==> config.mk <==
export PLATFORM = sky130hd
export DESIGN_NAME = keypad_scanner_flat
export DESIGN_NICKNAME = d
export VERILOG_FILES = /design/src/rtl/keypad_scanner_if.sv /design/src/rtl/keypad_scanner.sv /design/src/flat_wrapper.sv
export SDC_FILE = /design/constraint.sdc
export NUM_CORES = 1
export LEC_CHECK = 0
export BUFFER_PORTS_ARGS = -buffer_cell sky130_fd_sc_hd__buf_4
export CORE_UTILIZATION = 50
export DETAILED_ROUTE_END_ITERATION = 16
export GPL_TIMING_DRIVEN = 0
export PLACE_DENSITY = 0.69
export SYNTH_ARGS = -nofsm -noshare
export SYNTH_HDL_FRONTEND = slang
export SYNTH_SLANG_ARGS = --single-unit
==> constraint.sdc <==
create_clock -name clk -period 2.4 [get_ports clk]
set_clock_uncertainty 0.1 [all_clocks]
set_input_delay 0.12 -clock clk [delete_from_list [all_inputs] [get_ports clk]]
set_output_delay 0.12 -clock clk [all_outputs]
set_load 0.02 [all_outputs]
==> src/rtl/keypad_scanner_if.sv <==
// Keypad scanner bus: matrix row/column lines plus the decoded-key outputs.
// master = scanner side, slave = keypad/consumer side.
interface keypad_scanner_if;
  logic [3:0] row_n;
  logic [3:0] col_n;
  logic [3:0] key_code;
  logic       key_valid;
  logic       key_held;

  modport master (input row_n, output col_n, output key_code, output key_valid, output key_held);
  modport slave  (output row_n, input col_n, input key_code, input key_valid, input key_held);
endinterface

==> src/rtl/keypad_scanner.sv <==
// 4x4 matrix keypad scanner: column scan, press/release debounce, hex decode.
// Optional auto-repeat while a key is held is enabled by defining KEYPAD_REPEAT_EN.
module keypad_scanner #(
  parameter int unsigned SCAN_DIV        = 1000,
  parameter int unsigned DEBOUNCE_CYCLES = 50000,
  parameter int unsigned REPEAT_CYCLES   = 500000
) (
  input  logic             clk,
  input  logic             reset_n,
  keypad_scanner_if.master kp
);

  localparam int unsigned DIV_W = $clog2(SCAN_DIV) + 1;
  localparam int unsigned DB_W  = $clog2(DEBOUNCE_CYCLES) + 1;
  localparam logic [DIV_W-1:0] DIV_LAST = DIV_W'(SCAN_DIV - 1);
  localparam logic [DB_W-1:0]  DB_LAST  = DB_W'(DEBOUNCE_CYCLES - 1);

  typedef enum logic [1:0] {SCAN, DEBOUNCE, HELD, RELEASE} state_t;

  state_t           state;
  logic [3:0]       sync1;
  logic [3:0]       row_s;
  logic [3:0]       act;
  logic [1:0]       col;
  logic [1:0]       row;
  logic [DIV_W-1:0] dwell;
  logic [DB_W-1:0]  db_cnt;
  logic [3:0]       col_n_q;
  logic [3:0]       key_code_q;
  logic             key_valid_q;
  logic             key_held_q;

`ifdef KEYPAD_REPEAT_EN
  localparam int unsigned REP_W = $clog2(REPEAT_CYCLES) + 1;
  localparam logic [REP_W-1:0] REP_LAST = REP_W'(REPEAT_CYCLES - 1);
  logic [REP_W-1:0] rep_cnt;
`else
  logic unused_repeat;
  assign unused_repeat = |32'(REPEAT_CYCLES);
`endif

  assign act = ~row_s;

  // Lowest-index active row wins when several keys share the column.
  function automatic logic [1:0] low_row(input logic [3:0] a);
    if (a[0])      return 2'd0;
    else if (a[1]) return 2'd1;
    else if (a[2]) return 2'd2;
    else           return 2'd3;
  endfunction

  function automatic logic [3:0] key_map(input logic [1:0] c, input logic [1:0] r);
    case ({c, r})
      4'h0: return 4'hA;  4'h1: return 4'h7;  4'h2: return 4'h4;  4'h3: return 4'h1;
      4'h4: return 4'h0;  4'h5: return 4'h8;  4'h6: return 4'h5;  4'h7: return 4'h2;
      4'h8: return 4'hB;  4'h9: return 4'h9;  4'hA: return 4'h6;  4'hB: return 4'h3;
      4'hC: return 4'hF;  4'hD: return 4'hE;  4'hE: return 4'hD;  default: return 4'hC;
    endcase
  endfunction

  always_ff @(posedge clk or negedge reset_n) begin
    if (!reset_n) begin
      state       <= SCAN;
      sync1       <= 4'hF;
      row_s       <= 4'hF;
      col         <= 2'd0;
      row         <= 2'd0;
      dwell       <= '0;
      db_cnt      <= '0;
      col_n_q     <= 4'b1110;
      key_code_q  <= 4'h0;
      key_valid_q <= 1'b0;
      key_held_q  <= 1'b0;
`ifdef KEYPAD_REPEAT_EN
      rep_cnt     <= '0;
`endif
    end else begin
      sync1       <= kp.row_n;
      row_s       <= sync1;
      key_valid_q <= 1'b0;
      case (state)
        SCAN: begin
          if (dwell == DIV_LAST) begin
            dwell <= '0;
            if (|act) begin
              row    <= low_row(act);
              db_cnt <= '0;
              state  <= DEBOUNCE;
            end else begin
              col     <= col + 2'd1;
              col_n_q <= {col_n_q[2:0], col_n_q[3]};
            end
          end else begin
            dwell <= dwell + DIV_W'(1);
          end
        end
        DEBOUNCE: begin
          if (!act[row]) begin
            db_cnt  <= '0;
            col     <= col + 2'd1;
            col_n_q <= {col_n_q[2:0], col_n_q[3]};
            state   <= SCAN;
          end else if (db_cnt == DB_LAST) begin
            db_cnt      <= '0;
            key_code_q  <= key_map(col, row);
            key_valid_q <= 1'b1;
            key_held_q  <= 1'b1;
            state       <= HELD;
`ifdef KEYPAD_REPEAT_EN
            rep_cnt     <= '0;
`endif
          end else begin
            db_cnt <= db_cnt + DB_W'(1);
          end
        end
        HELD: begin
          // Column stays frozen; only the latched row matters here.
          if (!act[row]) begin
            db_cnt <= '0;
            state  <= RELEASE;
          end
`ifdef KEYPAD_REPEAT_EN
          else if (rep_cnt == REP_LAST) begin
            rep_cnt     <= '0;
            key_valid_q <= 1'b1;
          end else begin
            rep_cnt <= rep_cnt + REP_W'(1);
          end
`endif
        end
        RELEASE: begin
          if (act[row]) begin
            db_cnt <= '0;
            state  <= HELD;
`ifdef KEYPAD_REPEAT_EN
            rep_cnt <= '0;
`endif
          end else if (db_cnt == DB_LAST) begin
            db_cnt     <= '0;
            dwell      <= '0;
            key_held_q <= 1'b0;
            col        <= col + 2'd1;
            col_n_q    <= {col_n_q[2:0], col_n_q[3]};
            state      <= SCAN;
          end else begin
            db_cnt <= db_cnt + DB_W'(1);
          end
        end
        default: state <= SCAN;
      endcase
    end
  end

  assign kp.col_n     = col_n_q;
  assign kp.key_code  = key_code_q;
  assign kp.key_valid = key_valid_q;
  assign kp.key_held  = key_held_q;

endmodule

==> src/flat_wrapper.sv <==
// flat-port wrapper written by rule: the top's interface ports become plain ports
module keypad_scanner_flat 
#(
  parameter int unsigned SCAN_DIV        = 1000,
  parameter int unsigned DEBOUNCE_CYCLES = 50000,
  parameter int unsigned REPEAT_CYCLES   = 500000
)
  (clk, reset_n, kp_row_n, kp_col_n, kp_key_code, kp_key_valid, kp_key_held);
  keypad_scanner_if kp_i ();
  input  logic clk;
  input  logic reset_n;
  input wire logic [$bits(kp_i.row_n)-1:0] kp_row_n;
  output wire logic [$bits(kp_i.col_n)-1:0] kp_col_n;
  output wire logic [$bits(kp_i.key_code)-1:0] kp_key_code;
  output wire logic [$bits(kp_i.key_valid)-1:0] kp_key_valid;
  output wire logic [$bits(kp_i.key_held)-1:0] kp_key_held;
  assign kp_i.row_n = kp_row_n;
  assign kp_col_n = kp_i.col_n;
  assign kp_key_code = kp_i.key_code;
  assign kp_key_valid = kp_i.key_valid;
  assign kp_key_held = kp_i.key_held;
  keypad_scanner #(.SCAN_DIV(SCAN_DIV), .DEBOUNCE_CYCLES(DEBOUNCE_CYCLES), .REPEAT_CYCLES(REPEAT_CYCLES)) u_core (.clk(clk), .reset_n(reset_n), .kp(kp_i));
endmodule
* After elaboration in Yosys (flattened, before gate mapping)
Memories as Yosys holds them, arrays and structs flattened. A register that Yosys moved wholly into a read port is not among the register bits.
Index checks and enable logic that the tools add are counted.
** Word-level totals
- Register bits after elaboration :: 48
- Latch bits :: 0
- Bits in writable memories :: 0
- ROM bits :: 64
- Input bits :: 6
- Memories kept :: 1
** Operators by class
- Add/subtract/negate cells :: 3
- Multipliers :: 0
- Divide/modulo/power cells :: 0
- Order comparisons :: 1
- Equal/unequal tests :: 16
- Shifts and indexed selects :: 0
- Multiplexer cells :: 44
- Bitwise gates (word level) :: 1
- Reductions and logical operators :: 13
** Memories
- (name not given) :: depth 16, bits a word 4, read ports 1, clocked after Yosys merged registers in 1, write ports 0, RTL line keypad_scanner.sv:53 : case ({c, r})
** Operators by type and width (number)
- 17-bit 2-to-1 mux :: 6
- 17-bit one-hot mux with 4 select lines :: 1
- 11-bit 2-to-1 mux :: 3
- 2-bit 2-to-1 mux :: 14
- 11-bit one-hot mux with 2 select lines :: 1
- 4-bit 2-to-1 mux :: 5
- 17-bit by 1-bit adder with 17-bit output, second input constant :: 1
- 17-bit by 16-bit equality test with 1-bit output, second input constant :: 1
- 4-bit one-hot mux with 3 select lines :: 1
- 3-bit AND reduction :: 4
- 11-bit by 1-bit adder with 11-bit output, second input constant :: 1
- 11-bit by 10-bit equality test with 1-bit output, second input constant :: 1
- 2-bit by 1-bit inequality test with 1-bit output, second input constant :: 5
- 5-bit AND reduction :: 2
- 1-bit 2-to-1 mux :: 9
- 2-bit inequality test, second input constant :: 4
- 2-bit one-hot mux with 4 select lines :: 1
- 2-bit one-hot mux with 3 select lines :: 1
- 6-bit AND reduction :: 1
- 2-bit equality test, second input constant :: 2
- 4-bit inverter :: 1
- 2-bit nonzero test :: 2
- 4-bit OR reduction :: 1
- 2-bit by 3-bit < comparator with 1-bit output, second input constant :: 1
- 9 further kinds :: 9

* Logic depth before layout (Yosys ltp)
Gate-level depths: netlist of the first run.
- Word-level depth :: 5
- Depth in mapped cells :: 9
- Mapped depth without buffers :: 7

* Worst setup path after synthesis of the first run
OpenSTA, ideal clock, no wires.
- Path kind :: register -> register
- Start :: register u_core.db_cnt[0]
- End :: register u_core.db_cnt[14]
- Arrival time :: 1959 ps
- Data required time :: 2181 ps
- Slack :: 222 ps
- Stages on the path, launching flop included :: 9
- Period minus slack after synthesis :: 2178 ps
- Cells stage by stage :: dfrtp_1 ha_1 nor4bb_1 and4_1 nand2b_1 a21oi_1 a211oi_2 buf_4 nor2_1
** Between the ends
- Cells in the longest elaborated chain, start to end :: 4
- Elaborated cells between the ends (all ways) :: 6
** RTL lines
- start, declared :: RTL line keypad_scanner.sv:27 : logic [DB_W-1:0] db_cnt;
- start signal, assigned :: RTL line keypad_scanner.sv:113 : db_cnt <= db_cnt + DB_W'(1);
- start signal, assigned :: RTL line keypad_scanner.sv:146 : db_cnt <= db_cnt + DB_W'(1);
- 17-bit by 1-bit adder with 17-bit output or 17-bit by 16-bit equality test with 1-bit output (tied branches)
- 17-bit 2-to-1 mux (*) :: RTL line keypad_scanner.sv:103, keypad_scanner.sv:138
- 17-bit 2-to-1 mux (on tied branches) :: RTL line keypad_scanner.sv:132, keypad_scanner.sv:98
- 17-bit one-hot mux with 4 select lines (*) :: RTL line keypad_scanner.sv:81 : case (state)
Mark *: on every way between the ends. The rest lies on a longest branch, timed or not.
A chain may end at the register's enable or synchronous reset.

* Worst setup path in the final report of the first run
- Start :: register u_core.db_cnt[0]
- End :: register u_core.db_cnt[8]
The elaborated chain is that of the path after synthesis.

==> results.sh, run 1 <==
export IMPL_status="finished, final reports clean"
export IMPL_drive_above_1_share=0.2133
export IMPL_synth_area_um2=2711
export IMPL_ys_flop_type="dfrtp_1"
export IMPL_ys_ff_latch=52
export IMPL_synth_area_per_cell_um2=10.00
export IMPL_max_freq_ghz=0.4361
export IMPL_synth_edf_count=0
export IMPL_crit_path_cell_trace="ha_4 -> nor4bb_1 -> and4_2 -> nand2b_1 -> a21oi_1 -> a211oi_4 -> buf_4 -> nor2_1"
export IMPL_syn_inst=271
export IMPL_wl_mm=5.028
export IMPL_firstDrtPassIters=4
export IMPL_grt_pass1_wl_mm=7.997
export IMPL_antenna_found_initial=0
export IMPL_drt_initial_drc_count=158
export IMPL_yosys_warnings=0
export IMPL_ir_drop_mv=0.3940
export IMPL_finalSetupViolCount=0
export IMPL_power_w=0.001429
export IMPL_ys_seq_area_frac=0.4850
export IMPL_grtUsageTotal=0.1885
export IMPL_grt_max_degree=53
export IMPL_ant_nets=0
export IMPL_ctsRootBufferMaster="clkbuf_8"
export IMPL_hold_viol=0
export IMPL_period_share=0.9555
export IMPL_min_period_ns=2.293
export IMPL_min_from="u_core.sync1[1]"
export IMPL_syn_nets=285
export IMPL_area_growth_pct=14.21
export IMPL_cts_tree="yes"
export IMPL_max_slew_margin=0.5760
export IMPL_clock_latency_ns=0.30
export IMPL_min_path_type="register to register"
export IMPL_start_kind="register"
export IMPL_critPathKind="register to register"
export IMPL_viasPerCell=5.327
export IMPL_wire_per_inst_um=13.59
export IMPL_arrival_ns=2.39
export IMPL_clockBufferDepth=2
export IMPL_cts_made_buffers=5
export IMPL_tightest_slew_ns=0.6360
export IMPL_drv_slew=0
export IMPL_fin_area_um2=3097
export IMPL_start_util=0.5242
export IMPL_slowest_stage="dfrtp_2"
export IMPL_grt_pass1_vias=1656
export IMPL_async_flop_share=1.000
export IMPL_cts_sinks=52
export IMPL_p_leak_nw=1.319
export IMPL_die_h_um=75.64
export IMPL_overflow=0
export IMPL_ctsHtreeMaxLevel=2
export IMPL_crit_fanout=7
export IMPL_r2r_start="u_core.db_cnt[0]"
export IMPL_synth_cell_types=48
export IMPL_crit_required_ns=2.50
export IMPL_port_buffers=15
export IMPL_critPathMaxStageDelay_ns=0.44
export IMPL_final_common_cell="dfrtp_1"
export IMPL_core_area_um2=5172
export IMPL_final_cell_mix="dfrtp_1 (38), nor2_1 (34), nand2_1 (32)"
export IMPL_cp_end_kind="register"
export IMPL_fin_nets=313
export IMPL_powerDensity_nw_per_um2=461.3
export IMPL_antenna_diode_count=0
export IMPL_clk_pin_slew_worst_paths_ns=0.09
export IMPL_rows=26
export IMPL_cap_violations=0
export IMPL_vias=1971
export IMPL_dp_hpwl_mm=3.377
export IMPL_die_area_um2=5721
export IMPL_die_w_um=75.64
export IMPL_gp_congestion=0.8635
export IMPL_drc_errors=0
export IMPL_startpoint="u_core.db_cnt[0]"
export IMPL_dpl_cell_area_um2=2912
export IMPL_ios=16
==> cells by family (layout without fill, tap and decap cells) <==
| kind of cell | after synthesis | count (layout) | synth area share |
|---|---|---|---|
| xor gates and xnor gates | 22 | 22 | 0.07107 |
| adders and majority gates | 8 | 8 | 0.03692 |
| DFF | 52 | 52 | 0.4850 |
| AOI/OAI and AO/OA | 35 | 35 | 0.08122 |
| buffers and inverters | 20 | 49 | 0.03646 |
| and+or+nand+nor | 126 | 126 | 0.2529 |
| muxes | 8 | 8 | 0.03645 |
==> sequential cells by signal, indices dropped and copies added, names as in the netlist, named ones only <==
signal	flops
u_core.col	2
u_core.db_cnt	17
u_core.dwell	11
u_core.kp.col_n	4
u_core.kp.key_code	4
u_core.kp.key_held	1
u_core.kp.key_valid	1
u_core.row	2
u_core.row_s	4
u_core.state	1
u_core.sync1	4
==> area by class of cell <==
type / instances / area [µm²]
clock buffer: 5 / 68.82
tap: 70 / 87.58
multi-input combinational: 199 / 1325
sequential: 52 / 1319
clock inverter: 3 / 23.77
buffer: 14 / 80.08
inverter: 6 / 22.52
timing repair buffer: 21 / 170.2
fill: 455 / 2076
==> final timing paths <==
kind / endpoint / slack, ns / cells past startpoint
min reg2reg: u_core.row_s[1] / 0.26 / 0
min: u_core.row_s[1] / 0.26 / 0
max in group asynchronous: u_core.row[0] / 1.47 / 2
min in group asynchronous: u_core.db_cnt[6] / 0.28 / 2
max: u_core.db_cnt[8] / 0.11 / 8
max reg2reg: u_core.db_cnt[8] / 0.11 / 8
==> cells in the mapped netlist, types with 2 or more instances <==
master    count  area, µm²
nor4_1       11      68.82
nand4_1       5      31.28
nand2_1      32      120.1
nand3_1       8      40.04
a21oi_1       7      35.03
o21a_1        2      15.01
and2_1        2      12.51
nor3_1       12      60.06
and4_1        3      26.28
mux2i_1       2      20.02
xor2_1        3      26.28
o21ai_0      12      60.06
nand2b_1      3      18.77
a211oi_1      2      15.01
a31oi_1       4      25.02
dfstp_2      11      289.0
buf_6         2      22.52
buf_2         4      20.02
ha_1          8      100.1
mux2_2        5      56.30
xnor2_1      19      166.4
and3_1        3      18.77
nor2_1       34      127.6
dfrtp_1      41       1026
clkbuf_1      7      26.28
nor4b_2       2      30.03
inv_1         6      22.52
==> report_power, final <==
| group | total [W] | switching [W] | internal (W) | leakage, nW |
|---|---|---|---|---|
| Clock | 0.000498 | 0.000291 | 0.000207 | 0.0404 |
| Sequential | 0.000892 | 0.00000371 | 0.000888 | 0.669 |
| Combinational | 0.0000385 | 0.0000239 | 0.0000146 | 0.610 |
| Total | 0.00143 | 0.000319 | 0.00111 | 1.32 |
==> critical path, delay by kind of cell (launching register included) <==
kind / cells / cell delay [ns]
DFF: 1 / 0.44
AOI/OAI and AO/OA: 2 / 0.42
buffers and inverters: 1 / 0.21
adders and majority gates: 1 / 0.19
and+or+nand+nor: 4 / 0.82
==> layer usage <==
layer,part of all wire,routed length [µm],global-route usage
met1,0.50,2508,0.2774
met2,0.46,2323,0.2778
met3,0.027,137,0.03968
met4,0.012,59,0.06173
met5,0,0,0
==> timing repair <==
action,in CTS,in global routing
buffers inserted,1,0
pin swaps,1,0
hold buffers,5,0
hold endpoints to repair,45,0
resized for setup,1,8
setup endpoints to repair,16,24
==> stage by stage <==
| stage | setup TNS, ns | instances | hold slack (ns) | setup slack, ns | utilization |
|---|---|---|---|---|---|
| after CTS | 0 | 370 | 0.2624 | 0.02816 | 0.5934 |
| after global routing | -0.3065 | 370 | 0.2652 | -0.03632 | 0.5987 |
| after global placement | -2.714 | 356 | 0.08697 | -0.2589 | 0.5629 |
| after detailed placement | -2.707 | 356 | 0.08820 | -0.2577 | 0.5629 |
| after floorplan | 0 | 271 | -0.2756 | 0.2224 | - |
| final | 0 | 370 | 0.2597 | 0.1069 | 0.5987 |
Note: power is estimated with default switching activity, not from simulation.
==> run 2: changes to the inputs <==
- PLACE_DENSITY: 0.69 -> 0.68
==> run 2 against run 1 <==
  * Clock power grew 5.8%
  * Setup slack gained 0.030 ns
  * Die area is the same
  * Sequential power is essentially flat
  * Combinational power is essentially flat
  * Cell area grew 0.16%
  * Fmax grew 1.3%
  * Critical endpoint unchanged
==> results.sh, run 2 (synthesized netlist as in run 1, its figures left out) <==
export IMPL_port_buffers=15
export IMPL_max_slew_margin=0.5785
export IMPL_drive_above_1_share=0.2193
export IMPL_ctsHtreeMaxLevel=2
export IMPL_powerDensity_nw_per_um2=469.9
export IMPL_clock_latency_ns=0.31
export IMPL_drv_slew=0
export IMPL_n_fill_cell=448
export IMPL_cts_sinks=52
export IMPL_largest_register="u_core.db_cnt"
export IMPL_grtUsageTotal=0.1973
export IMPL_drc_errors=0
export IMPL_firstDrtPassIters=4
export IMPL_die_area_um2=5721
export IMPL_rows=26
export IMPL_wire_per_inst_um=13.85
export IMPL_fin_area_um2=3102
export IMPL_critPathKind="register to register"
export IMPL_hold_viol=0
export IMPL_arrival_ns=2.37
export IMPL_antenna_diode_count=0
export IMPL_clockBufferDepth=2
export IMPL_viasPerCell=5.431
export IMPL_cp_end_kind="register"
export IMPL_crit_fanout=10
export IMPL_p_leak_nw=1.331
export IMPL_ir_drop_mv=0.3969
export IMPL_tns_ns=0
export IMPL_cap_violations=0
export IMPL_wl_mm=5.137
export IMPL_die_w_um=75.64
export IMPL_ant_nets=0
export IMPL_core_area_um2=5172
export IMPL_gp_congestion=0.8567
export IMPL_top_regs="u_core.db_cnt: 17 flops, u_core.dwell: 11 flops"
export IMPL_period_share=0.9430
export IMPL_grt_pass1_vias=1822
export IMPL_cts_tree="yes"
export IMPL_fin_nets=314
export IMPL_start_kind="register"
export IMPL_max_freq_ghz=0.4419
export IMPL_stdcell_count=371
export IMPL_dpl_cell_area_um2=2912
export IMPL_area_growth_pct=14.40
export IMPL_largest_register_ffs=17
export IMPL_ios=16
export IMPL_power_w=0.001458
export IMPL_dp_hpwl_mm=3.484
export IMPL_tightest_slew_ns=0.6322
export IMPL_finalSetupViolCount=0
export IMPL_grt_pass1_wl_mm=8.397
export IMPL_min_path_type="input pin to asynchronous set/reset pin"
export IMPL_overflow=0
export IMPL_antenna_found_initial=0
export IMPL_crit_required_ns=2.51
export IMPL_worst_r2r_path_depth=8
export IMPL_pre_cts_ws_ns=-0.2344
export IMPL_start_util=0.5242
export IMPL_drt_initial_drc_count=87
export IMPL_min_period_ns=2.263
export IMPL_dp_cells=356
export IMPL_grt_max_degree=53
export IMPL_final_cell_mix="dfrtp_1 (39), nor2_1 (34), nand2_1 (32)"
export IMPL_setup_slack_ns=0.1369
export IMPL_vias=2015
export IMPL_clk_pin_slew_worst_paths_ns=0.10
export IMPL_ctsRootBufferMaster="clkbuf_8"
export IMPL_final_common_cell="dfrtp_1"
export IMPL_die_h_um=75.64
export IMPL_rsz0062_at_grt="false"
export IMPL_status="finished, final reports clean"
export IMPL_cts_made_buffers=5
==> run 2: cell count changes in the layout (fill, tap and decap cells not counted), sizes merged <==
cell	previous run	this run
buf	23	24
clkinv	1	0
clkinvlp	2	1
inv	6	8
==> run 2: path summary, 6_finish.rpt <==
check / slack, ns / endpoint / startpoint
worst max register to register: 0.14 / u_core.db_cnt[8] / u_core.dwell[3]
worst min-delay path: 0.26 / u_core.db_cnt[13] / reset_n
max in group asynchronous: 1.48 / u_core.db_cnt[0] / reset_n
worst max-delay path: 0.14 / u_core.db_cnt[8] / u_core.dwell[3]
worst min register to register: 0.26 / u_core.row_s[2] / u_core.sync1[2]
min in group clk: 0.26 / u_core.row_s[2] / u_core.sync1[2]
==> run 2: what timing repair did <==
item,4_1_cts,5_1_grt
endpoints found under the hold margin,45,0
resized for setup,1,7
hold buffers,5,0
buffers inserted,1,1
cloned,0,0
pin swaps,1,0
endpoints found under the setup margin,16,24
==> run 2: stage by stage <==
stage,util,hold WS (ns)
2_1_floorplan,-,-0.2756
3_3_place_gp,0.5629,0.08951
3_5_place_dp,0.5629,0.09722
4_1_cts,0.5936,0.2648
5_1_grt,0.5997,0.2677
6_report,0.5997,0.2624
==> run 2: metal layers <==
layer,part of all wire,track usage,vias to the layer above
met2,0.45,0.3095,30
met4,0.019,0.08025,0
met1,0.50,0.2714,962
met3,0.032,0.03571,9
met5,0,0,-
li1,-,-,1014
==> run 2: layout make-up <==
| type | count | area [µm²] | share of cell area |
|---|---|---|---|
| tap | 70 | 87.58 | 0.02824 |
| inverter | 6 | 22.52 | 0.007261 |
| clock buffer | 5 | 68.82 | 0.02219 |
| clock inverter | 3 | 25.02 | 0.008068 |
| multi-input combinational | 199 | 1326 | 0.4276 |
| buffer | 14 | 76.32 | 0.02461 |
| timing repair buffer | 22 | 177.7 | 0.05728 |
| sequential | 52 | 1318 | 0.4248 |
==> run 2: power by group <==
part	switching, W	total [W]	leakage (nW)	internal (W)
Sequential	0.00000396	0.000892	0.670	0.000888
Clock	0.000314	0.000527	0.0452	0.000213
Combinational	0.0000240	0.0000386	0.616	0.0000146
==> run 2: critical path, stage by stage, from the launching register on <==
cell     delay [ns]
dfrtp_1        0.44
or3_4          0.41
nor3_4         0.23
a31oi_2        0.19
buf_6          0.19
buf_6          0.14
nor4_4         0.27
xnor2_1        0.14
nor2_1         0.05
